## config.mk

```make
export PLATFORM = sky130hd
export DESIGN_NAME = axis_pgroup_packer_flat
export DESIGN_NICKNAME = d
export VERILOG_FILES = /design/src/rtl/axis_pgroup_packer_if.sv /design/src/rtl/axis_pgroup_packer.sv /design/src/flat_wrapper.sv
export SDC_FILE = /design/constraint.sdc
export NUM_CORES = 1
export LEC_CHECK = 0
export CAP_MARGIN = 10
export CORE_ASPECT_RATIO = 1.25
export CORE_UTILIZATION = 46
export DETAILED_ROUTE_END_ITERATION = 10
export GPL_TIMING_DRIVEN = 0
export PLACE_DENSITY_LB_ADDON = 0.3
export REMOVE_ABC_BUFFERS = 1
export SYNTH_ARGS = -nofsm -noshare
export SYNTH_HDL_FRONTEND = slang
export SYNTH_SLANG_ARGS = --single-unit
```

## constraint.sdc

```tcl
create_clock -name clk -period 2.4 [get_ports clk]
set_input_delay 0.48 -clock clk [delete_from_list [all_inputs] [get_ports clk]]
set_output_delay 0.48 -clock clk [all_outputs]
set_load 0.01 [all_outputs]
```

## src/rtl/axis_pgroup_packer_if.sv

```systemverilog
// axis_pgroup_packer_if: pixel-word input and AXI-Stream pixel-group output bundle.
interface axis_pgroup_packer_if #(
    parameter int IN_DATA_W    = 64,
    parameter int IP_DATA_W    = 256,
    parameter int AXIS_TID_W   = 2,
    parameter int AXIS_TDEST_W = 1
);
    logic [IN_DATA_W-1:0]    s_data_i;
    logic                    s_valid_i;
    logic                    s_ready_o;
    logic [AXIS_TID_W-1:0]   m_tid_o;
    logic [AXIS_TDEST_W-1:0] m_tdest_o;
    logic [IP_DATA_W-1:0]    m_tdata_o;
    logic [IP_DATA_W/8-1:0]  m_tkeep_o;
    logic [IP_DATA_W/8-1:0]  m_tstrb_o;
    logic                    m_tlast_o;
    logic                    m_tvalid_o;
    logic                    m_tready_i;
    logic                    frame_done_o;

    modport master (
        input  s_data_i, s_valid_i, m_tready_i,
        output s_ready_o, m_tid_o, m_tdest_o, m_tdata_o, m_tkeep_o, m_tstrb_o,
               m_tlast_o, m_tvalid_o, frame_done_o
    );

    modport slave (
        output s_data_i, s_valid_i, m_tready_i,
        input  s_ready_o, m_tid_o, m_tdest_o, m_tdata_o, m_tkeep_o, m_tstrb_o,
               m_tlast_o, m_tvalid_o, frame_done_o
    );
endinterface

```

## src/rtl/axis_pgroup_packer.sv

```systemverilog
// axis_pgroup_packer: packs narrow pixel words into wide groups with per-frame TDEST rotation.
module axis_pgroup_packer #(
    parameter int IN_DATA_W    = 64,
    parameter int IP_AMT       = 1,
    parameter int IP_DATA_W    = 256,
    parameter int PG_PER_FRAME = 1200,
    parameter int AXIS_TID_W   = 2,
    parameter int AXIS_TID_VAL = 0,
    parameter int AXIS_TDEST_W = (IP_AMT > 1) ? $clog2(IP_AMT) : 1
) (
    input  logic                 clk,
    input  logic                 rst,
    input  logic                 clear_i,
    axis_pgroup_packer_if.master bus
);
    localparam int RATIO = IP_DATA_W / IN_DATA_W;
    localparam int WC_W  = $clog2(RATIO);
    localparam int PG_W  = (PG_PER_FRAME > 1) ? $clog2(PG_PER_FRAME) : 1;
    localparam int ASM_W = IP_DATA_W - IN_DATA_W;

    logic [WC_W-1:0]         word_cnt_q, word_cnt_d;
    logic [PG_W-1:0]         pg_cnt_q, pg_cnt_d;
    logic [AXIS_TDEST_W-1:0] dest_cnt_q, dest_cnt_d;
    logic [ASM_W-1:0]        asm_q, asm_d;
    logic [IP_DATA_W-1:0]    tdata_q, tdata_d;
    logic [AXIS_TDEST_W-1:0] tdest_q, tdest_d;
    logic                    tlast_q, tlast_d;
    logic                    tvalid_q, tvalid_d;
    logic                    done_q, done_d;
    logic                    s_ready, accept, last_word, complete, pg_last, dest_last;

    always_comb begin
        last_word  = word_cnt_q == WC_W'(RATIO - 1);
        pg_last    = pg_cnt_q == PG_W'(PG_PER_FRAME - 1);
        dest_last  = dest_cnt_q == AXIS_TDEST_W'(IP_AMT - 1);
        // a completing word may enter while the old group drains this cycle
        s_ready    = ~rst & ~clear_i & ~(last_word & tvalid_q & ~bus.m_tready_i);
        accept     = bus.s_valid_i & s_ready;
        complete   = accept & last_word;
        word_cnt_d = clear_i ? '0 : !accept ? word_cnt_q : last_word ? '0 : word_cnt_q + 1'b1;
        pg_cnt_d   = clear_i ? '0 : !complete ? pg_cnt_q : pg_last ? '0 : pg_cnt_q + 1'b1;
        dest_cnt_d = !(complete & pg_last) ? dest_cnt_q : dest_last ? '0 : dest_cnt_q + 1'b1;
        asm_d      = asm_q;
        for (int i = 0; i < RATIO - 1; i++)
            if (accept && word_cnt_q == WC_W'(i)) asm_d[i*IN_DATA_W +: IN_DATA_W] = bus.s_data_i;
        tvalid_d   = complete | (tvalid_q & ~bus.m_tready_i);
        tdata_d    = complete ? {bus.s_data_i, asm_q} : tdata_q;
        tdest_d    = complete ? dest_cnt_q : tdest_q;
        tlast_d    = complete ? pg_last : tlast_q;
        done_d     = tvalid_q & bus.m_tready_i & tlast_q;
    end

    always_ff @(posedge clk) begin
        if (rst) begin
            word_cnt_q <= '0;
            pg_cnt_q   <= '0;
            dest_cnt_q <= '0;
            asm_q      <= '0;
            tdata_q    <= '0;
            tdest_q    <= '0;
            tlast_q    <= 1'b0;
            tvalid_q   <= 1'b0;
            done_q     <= 1'b0;
        end else begin
            word_cnt_q <= word_cnt_d;
            pg_cnt_q   <= pg_cnt_d;
            dest_cnt_q <= dest_cnt_d;
            asm_q      <= asm_d;
            tdata_q    <= tdata_d;
            tdest_q    <= tdest_d;
            tlast_q    <= tlast_d;
            tvalid_q   <= tvalid_d;
            done_q     <= done_d;
        end
    end

    assign bus.s_ready_o    = s_ready;
    assign bus.m_tid_o      = AXIS_TID_W'(AXIS_TID_VAL);
    assign bus.m_tdest_o    = tdest_q;
    assign bus.m_tdata_o    = tdata_q;
    assign bus.m_tkeep_o    = '1;
    assign bus.m_tstrb_o    = '1;
    assign bus.m_tlast_o    = tlast_q;
    assign bus.m_tvalid_o   = tvalid_q;
    assign bus.frame_done_o = done_q;
endmodule

```

## src/flat_wrapper.sv

```systemverilog
// flat-port wrapper written by rule: the top's interface ports become plain ports
module axis_pgroup_packer_flat 
#(
    parameter int IN_DATA_W    = 64,
    parameter int IP_AMT       = 1,
    parameter int IP_DATA_W    = 256,
    parameter int PG_PER_FRAME = 1200,
    parameter int AXIS_TID_W   = 2,
    parameter int AXIS_TID_VAL = 0,
    parameter int AXIS_TDEST_W = (IP_AMT > 1) ? $clog2(IP_AMT) : 1
)
  (clk, rst, clear_i, bus_s_data_i, bus_s_valid_i, bus_m_tready_i, bus_s_ready_o, bus_m_tid_o, bus_m_tdest_o, bus_m_tdata_o, bus_m_tkeep_o, bus_m_tstrb_o, bus_m_tlast_o, bus_m_tvalid_o, bus_frame_done_o);
  axis_pgroup_packer_if #(.IN_DATA_W(IN_DATA_W), .IP_DATA_W(IP_DATA_W), .AXIS_TID_W(AXIS_TID_W), .AXIS_TDEST_W(AXIS_TDEST_W)) bus_i ();
  input  logic clk;
  input  logic rst;
  input  logic clear_i;
  input wire logic [$bits(bus_i.s_data_i)-1:0] bus_s_data_i;
  input wire logic [$bits(bus_i.s_valid_i)-1:0] bus_s_valid_i;
  input wire logic [$bits(bus_i.m_tready_i)-1:0] bus_m_tready_i;
  output wire logic [$bits(bus_i.s_ready_o)-1:0] bus_s_ready_o;
  output wire logic [$bits(bus_i.m_tid_o)-1:0] bus_m_tid_o;
  output wire logic [$bits(bus_i.m_tdest_o)-1:0] bus_m_tdest_o;
  output wire logic [$bits(bus_i.m_tdata_o)-1:0] bus_m_tdata_o;
  output wire logic [$bits(bus_i.m_tkeep_o)-1:0] bus_m_tkeep_o;
  output wire logic [$bits(bus_i.m_tstrb_o)-1:0] bus_m_tstrb_o;
  output wire logic [$bits(bus_i.m_tlast_o)-1:0] bus_m_tlast_o;
  output wire logic [$bits(bus_i.m_tvalid_o)-1:0] bus_m_tvalid_o;
  output wire logic [$bits(bus_i.frame_done_o)-1:0] bus_frame_done_o;
  assign bus_i.s_data_i = bus_s_data_i;
  assign bus_i.s_valid_i = bus_s_valid_i;
  assign bus_i.m_tready_i = bus_m_tready_i;
  assign bus_s_ready_o = bus_i.s_ready_o;
  assign bus_m_tid_o = bus_i.m_tid_o;
  assign bus_m_tdest_o = bus_i.m_tdest_o;
  assign bus_m_tdata_o = bus_i.m_tdata_o;
  assign bus_m_tkeep_o = bus_i.m_tkeep_o;
  assign bus_m_tstrb_o = bus_i.m_tstrb_o;
  assign bus_m_tlast_o = bus_i.m_tlast_o;
  assign bus_m_tvalid_o = bus_i.m_tvalid_o;
  assign bus_frame_done_o = bus_i.frame_done_o;
  axis_pgroup_packer #(.IN_DATA_W(IN_DATA_W), .IP_AMT(IP_AMT), .IP_DATA_W(IP_DATA_W), .PG_PER_FRAME(PG_PER_FRAME), .AXIS_TID_W(AXIS_TID_W), .AXIS_TID_VAL(AXIS_TID_VAL), .AXIS_TDEST_W(AXIS_TDEST_W)) u_core (.clk(clk), .rst(rst), .clear_i(clear_i), .bus(bus_i));
endmodule
```

---- Yosys cells after proc, flatten, opt, wreduce, memory -nomap -nowiden ----
Index checks and enable logic that the tools add are counted.
storage, ports and cells
  bits in registers ....................... 466
  output and inout port bits .............. 327
  word-level logic and storage cells ...... 41
cells by class
  add/subtract/negate cells ............... 3
  eq/ne operators ......................... 4
  mux-type cells .......................... 3
  bitwise operators ....................... 15
  reduce and logical (&&, ||, !) cells .... 5
operator list
  operator               number
  $add 11x1->11 const B  1
  $eq 11x11->1 const B   1
  $mux 11                1
  $and 1x1->1            10
  $eq 2x2->1 const B     2
  $not 1->1              4
  $logic_and 1x1->1      3
  $add 2x1->2 const B    1
  $eq 2x1->1 const B     1
  $logic_not 2->1        1
  $mux 2                 1
  $reduce_or 2->1        1
  $add 1x1->1 const B    1
  $mux 1                 1
  $or 1x1->1             1

---- Logic depth before layout (Yosys ltp) ----
  word-level depth ........................ 8
  gate-level depth with buffers ........... 9

---- Least setup slack after synthesis ----
OpenSTA, ideal clock, no wires.
  kind .................................... input port to flip-flop
  from .................................... input port bus_s_valid_i
  to ...................................... register u_core.pg_cnt_q[7]
  library setup time ...................... 0.132 ns
  arrival ................................. 1.763 ns
  required time ........................... 2.268 ns
  slack ................................... 0.504 ns
  cell stages on the path ................. 8
  buffers on the path ..................... 4
  cells stage by stage .................... buf_4 -> nand4bb_1 -> buf_2 -> or2_1 -> buf_2 -> buf_2 -> o41ai_1 -> a21oi_1
on the way
  cells in the longest elaborated chain, start to end .. 2
ends and longest elaborated chain
  what                  line                      text
  start, declared       flat_wrapper.sv:18        input wire logic [$bits(bus_i.s_valid_i)-1:0] bus_s_valid_i;
  $and 1x1->1           axis_pgroup_packer.sv:38  accept = bus.s_valid_i & s_ready;
  $and 1x1->1           axis_pgroup_packer.sv:39  complete = accept & last_word;
  end signal, assigned  axis_pgroup_packer.sv:66  pg_cnt_q <= pg_cnt_d;
  end, declared         axis_pgroup_packer.sv:22  logic [PG_W-1:0] pg_cnt_q, pg_cnt_d;
Every way passes these cells.
A chain may end at the register's enable or synchronous reset.

---- Worst setup path in the final report ----
  from .................................... input port rst
  to ...................................... output port bus_s_ready_o
on the way
  cells in the longest elaborated chain, start to end .. 3
ends and longest elaborated chain
  what                      line                      text
  start, declared           flat_wrapper.sv:15        input logic rst;
  $not 1->1                 axis_pgroup_packer.sv:37  s_ready = ~rst & ~clear_i & ~(last_word & tvalid_q & ~bus.m_tready_i);
  $and 1x1->1 (2 in a row)  axis_pgroup_packer.sv:37
  end, declared             flat_wrapper.sv:20        output wire logic [$bits(bus_i.s_ready_o)-1:0] bus_s_ready_o;
Every way passes these cells.

==> impl_results.md <==
* Outcome: finished clean
* HPWL after DPL at approximately 28 mm
* Worst hold path stage count at 2
* Vias at about 15,000
* Syn Inst Count at roughly 2,100
* Async S/R FF share, synth at 0
* Pleak at approximately 7.3 nW
* Initial antenna violation count at 1
* Most frequent cells after synthesis: nand2_1, dfxtp_1, a21oi_1, clkbuf_1, buf_4
* Worst hold endpoint: u_core.bus.m_tdata_o[242]
* Ratio of cells with drive above 1 in the final layout at 0.0564
* Routability Congestion at approximately 0.74
* Top FF cell, synth: dfxtp_1
* Nets at between 2,000 and 2,500
* R2R setup slack at 170 ps
* Class of the worst hold path: primary input to register
* Mean area per synthesized cell at between 7 and 8 um2
* Drt first pass iters at 5
* Largest net degree at the start of global routing at approximately 160
* Final period utilization at 0.965
* Dominant cell type by area after synthesis: dfxtp_1
* Rows at 77
* EDFF count, synth at 0
* Die Wd at 172 um
* Max Clock Freq at 0.432 GHz
* PortBufs at roughly 330
* Crit Path Class: primary input to output port
* RSZ-0062 raised after global routing: false
* Worst r2r path cells at 7
* DRC violations left at 0
* P&R area growth vs syn at 32.4%
* Post-synthesis register bit count at roughly 460
* DR vias/cell at ~5
* CP startpoint kind: primary input
* Worst Tran Pin Value at 726 ps
* Vias in the first global route at 13,300
* Worst Path Max Fanout at 83
* CTS tree: yes
* Worst hold start: rst
* IO Count at slightly below 400
* R2r startpoint: u_core.word_cnt_q[0]
* GR Util All Layers at 0.235
* Grt total ovfl at 0
* Seq/Total Area, Yosys at 0.562
* Clock-pin slew on the worst setup and hold paths at 60 ps
* DP Cell Count at around 2,800
* # clock sinks at 464
* Worst EP required at 1920 ps
* Cell Count, Final, Fillers Out at 2,887
* First-pass GRT wire length at between 60 and 70 mm
* Setup violators final at 0
* Post-Route Skew at approximately 12 ps
* Post-layout min period at 2320 ps
* Maxcap violations at 0
* Routed len/inst at 15.6 um
* H-tree Lvls at 2
* Crit path arrival time at ~1800 ps
* Yosys warns at 0
* Top-area cell type share of the netlist area at 0.562
* Pins Over Slew Limit at 0
* Root buffer selected by CTS: clkbuf_16
* Worst-Skew Late Latency at 550 ps
* Library cells used by synthesis at 34
* Die Span Y at ~210 um
* Fillers at about 3,000
* Area contributors post-synth: dfxtp_1, nand2_1, a21oi_1, buf_4, clkbuf_1
* Relative slew slack at 0.516
* P per Cell Area at just under 700 mW/mm2
* Drt total wl at approximately 45 mm
* Initial Util at 0.467
* Count leader, synth: nand2_1
* Die area at between 0.03 and 0.04 mm2
* Clock Path Buffers at 3
* DR iter-0 viols at 1,069
* Routed Antenna Nets at 0
* RR Endpoint: u_core.pg_cnt_q[10]
* Critical Path End Type: output port
* Hold WS at ~300 ps
* Worst vdd ir at between 0.6 and 0.7 mV
* CTS Buf Count at 44
* CORE AREA at around 0.035 mm2
* Synthesized area at around 0.017 mm2
* Final hold vios at 0
[final cells by class]
cell class | instances | area, um2 | share of cell area
well taps | 474 | 593 | 0.0271
flip-flops and latches | 464 | 9290 | 0.425
clock inverters | 15 | 118 | 0.00538
multi-input cells | 1492 | 6440 | 0.294
clock buffers | 65 | 1330 | 0.0609
diodes | 1 | 2.50 | 0.000114
repair buffers | 374 | 4100 | 0.187
inverters | 2 | 7.51 | 0.000343
[through the flow]
step / util / cell area, um2 / setup WS, ps / TNS (ps) / power, W
2_1_floorplan: - / 15700 / -7460 / -1888090 / 0.00805
3_3_place_gp: 0.553 / 19500 / -25610 / -9473440 / 0.00840
3_5_place_dp: 0.570 / 20100 / -1480 / -379690 / 0.00841
4_1_cts: 0.614 / 21700 / 27.2 / 0 / 0.0152
5_1_grt: 0.619 / 21900 / 18.3 / 0 / 0.0156
6_report: 0.619 / 21900 / 83.5 / 0 / 0.0151
[layer usage]
metal / routed length (um) / GRT usage / vias up
met5: 0 / 0 / -
met3: 3100 / 0.0430 / 83
li1: - / - / 7181
met4: 1300 / 0.0884 / 0
met1: 17600 / 0.273 / 6844
met2: 23100 / 0.427 / 512
[worst max path at each step]
stage          cells after the start                   endpoint  slack (ps)                  from
6_report                           5              bus_s_ready_o          80                   rst
5_1_grt                            7        u_core.pg_cnt_q[10]          20  u_core.word_cnt_q[0]
4_1_cts                            9           u_core.asm_q[51]          30                   rst
3_5_place_dp                      10  u_core.bus.m_tdata_o[102]       -1480                   rst
3_3_place_gp                       5   u_core.bus.m_tdata_o[23]      -25610                   rst
2_1_floorplan                      5         u_core.pg_cnt_q[0]       -7460  u_core.word_cnt_q[0]
[flip-flops by register name, summed over array words and instances, names as in the netlist]
register / count
u_core.bus.m_tvalid_o: 1
u_core.asm_q: 192
u_core.word_cnt_q: 2
u_core.pg_cnt_q: 11
u_core.bus.frame_done_o: 1
u_core.bus.m_tdata_o: 256
u_core.bus.m_tlast_o: 1
[layout by cell type, fill, tap and decap left out, types with 2 or more instances in the layout]
cell and count:
a21oi_1 454, a31o_2 2, and4_4 3, buf_12 8, buf_16 10, buf_4 12
buf_6 2, buf_8 11, clkbuf_1 7, clkbuf_16 48, clkbuf_8 13, clkdlybuf4s50_1 325
clkinv_2 8, clkinvlp_4 4, conb_1 67, dfxtp_1 462, dfxtp_2 2, ha_1 4
inv_1 2, inv_6 2, nand2_1 903, nand3_1 5, nand4_1 5, nor2_1 14
nor3_1 3, nor4_1 3, o41ai_1 2, or2_2 3, xnor2_1 7
[power by group]
part           internal (W)  leakage (nW)  switching (W)
sequential          0.00774          3.74      0.0000195
combinational      0.000175          2.80       0.000326
clock               0.00396         0.711        0.00290
[critical path, stage by stage]
cell and delay, ps:
buf_12 180, buf_16 210, or2_2 380, a21oi_1 170, dlygate4sd2_1 320
[cells by family (layout without fill, tap and decap cells)]
kind of cell	count (synthesis)	count (layout)	synth area share
compound gates	459	459	0.140
xor+xnor	7	7	0.00371
fa+ha+maj	5	5	0.00379
buf+inv	219	456	0.0674
flops	464	464	0.562
mux	1	1	0.000606
other cells	2	68	0.000455
simple gates	950	953	0.222
[what timing repair did]
action / in CTS / in global routing
buffers inserted: 6 / 6
hold buffers: 0 / 0
endpoints found under the setup margin: 353 / 86
pin swaps: 4 / 1
gates resized for setup: 6 / 8
gates cloned: 4 / 3
No activity file was read; power rests on OpenSTA's default activity.
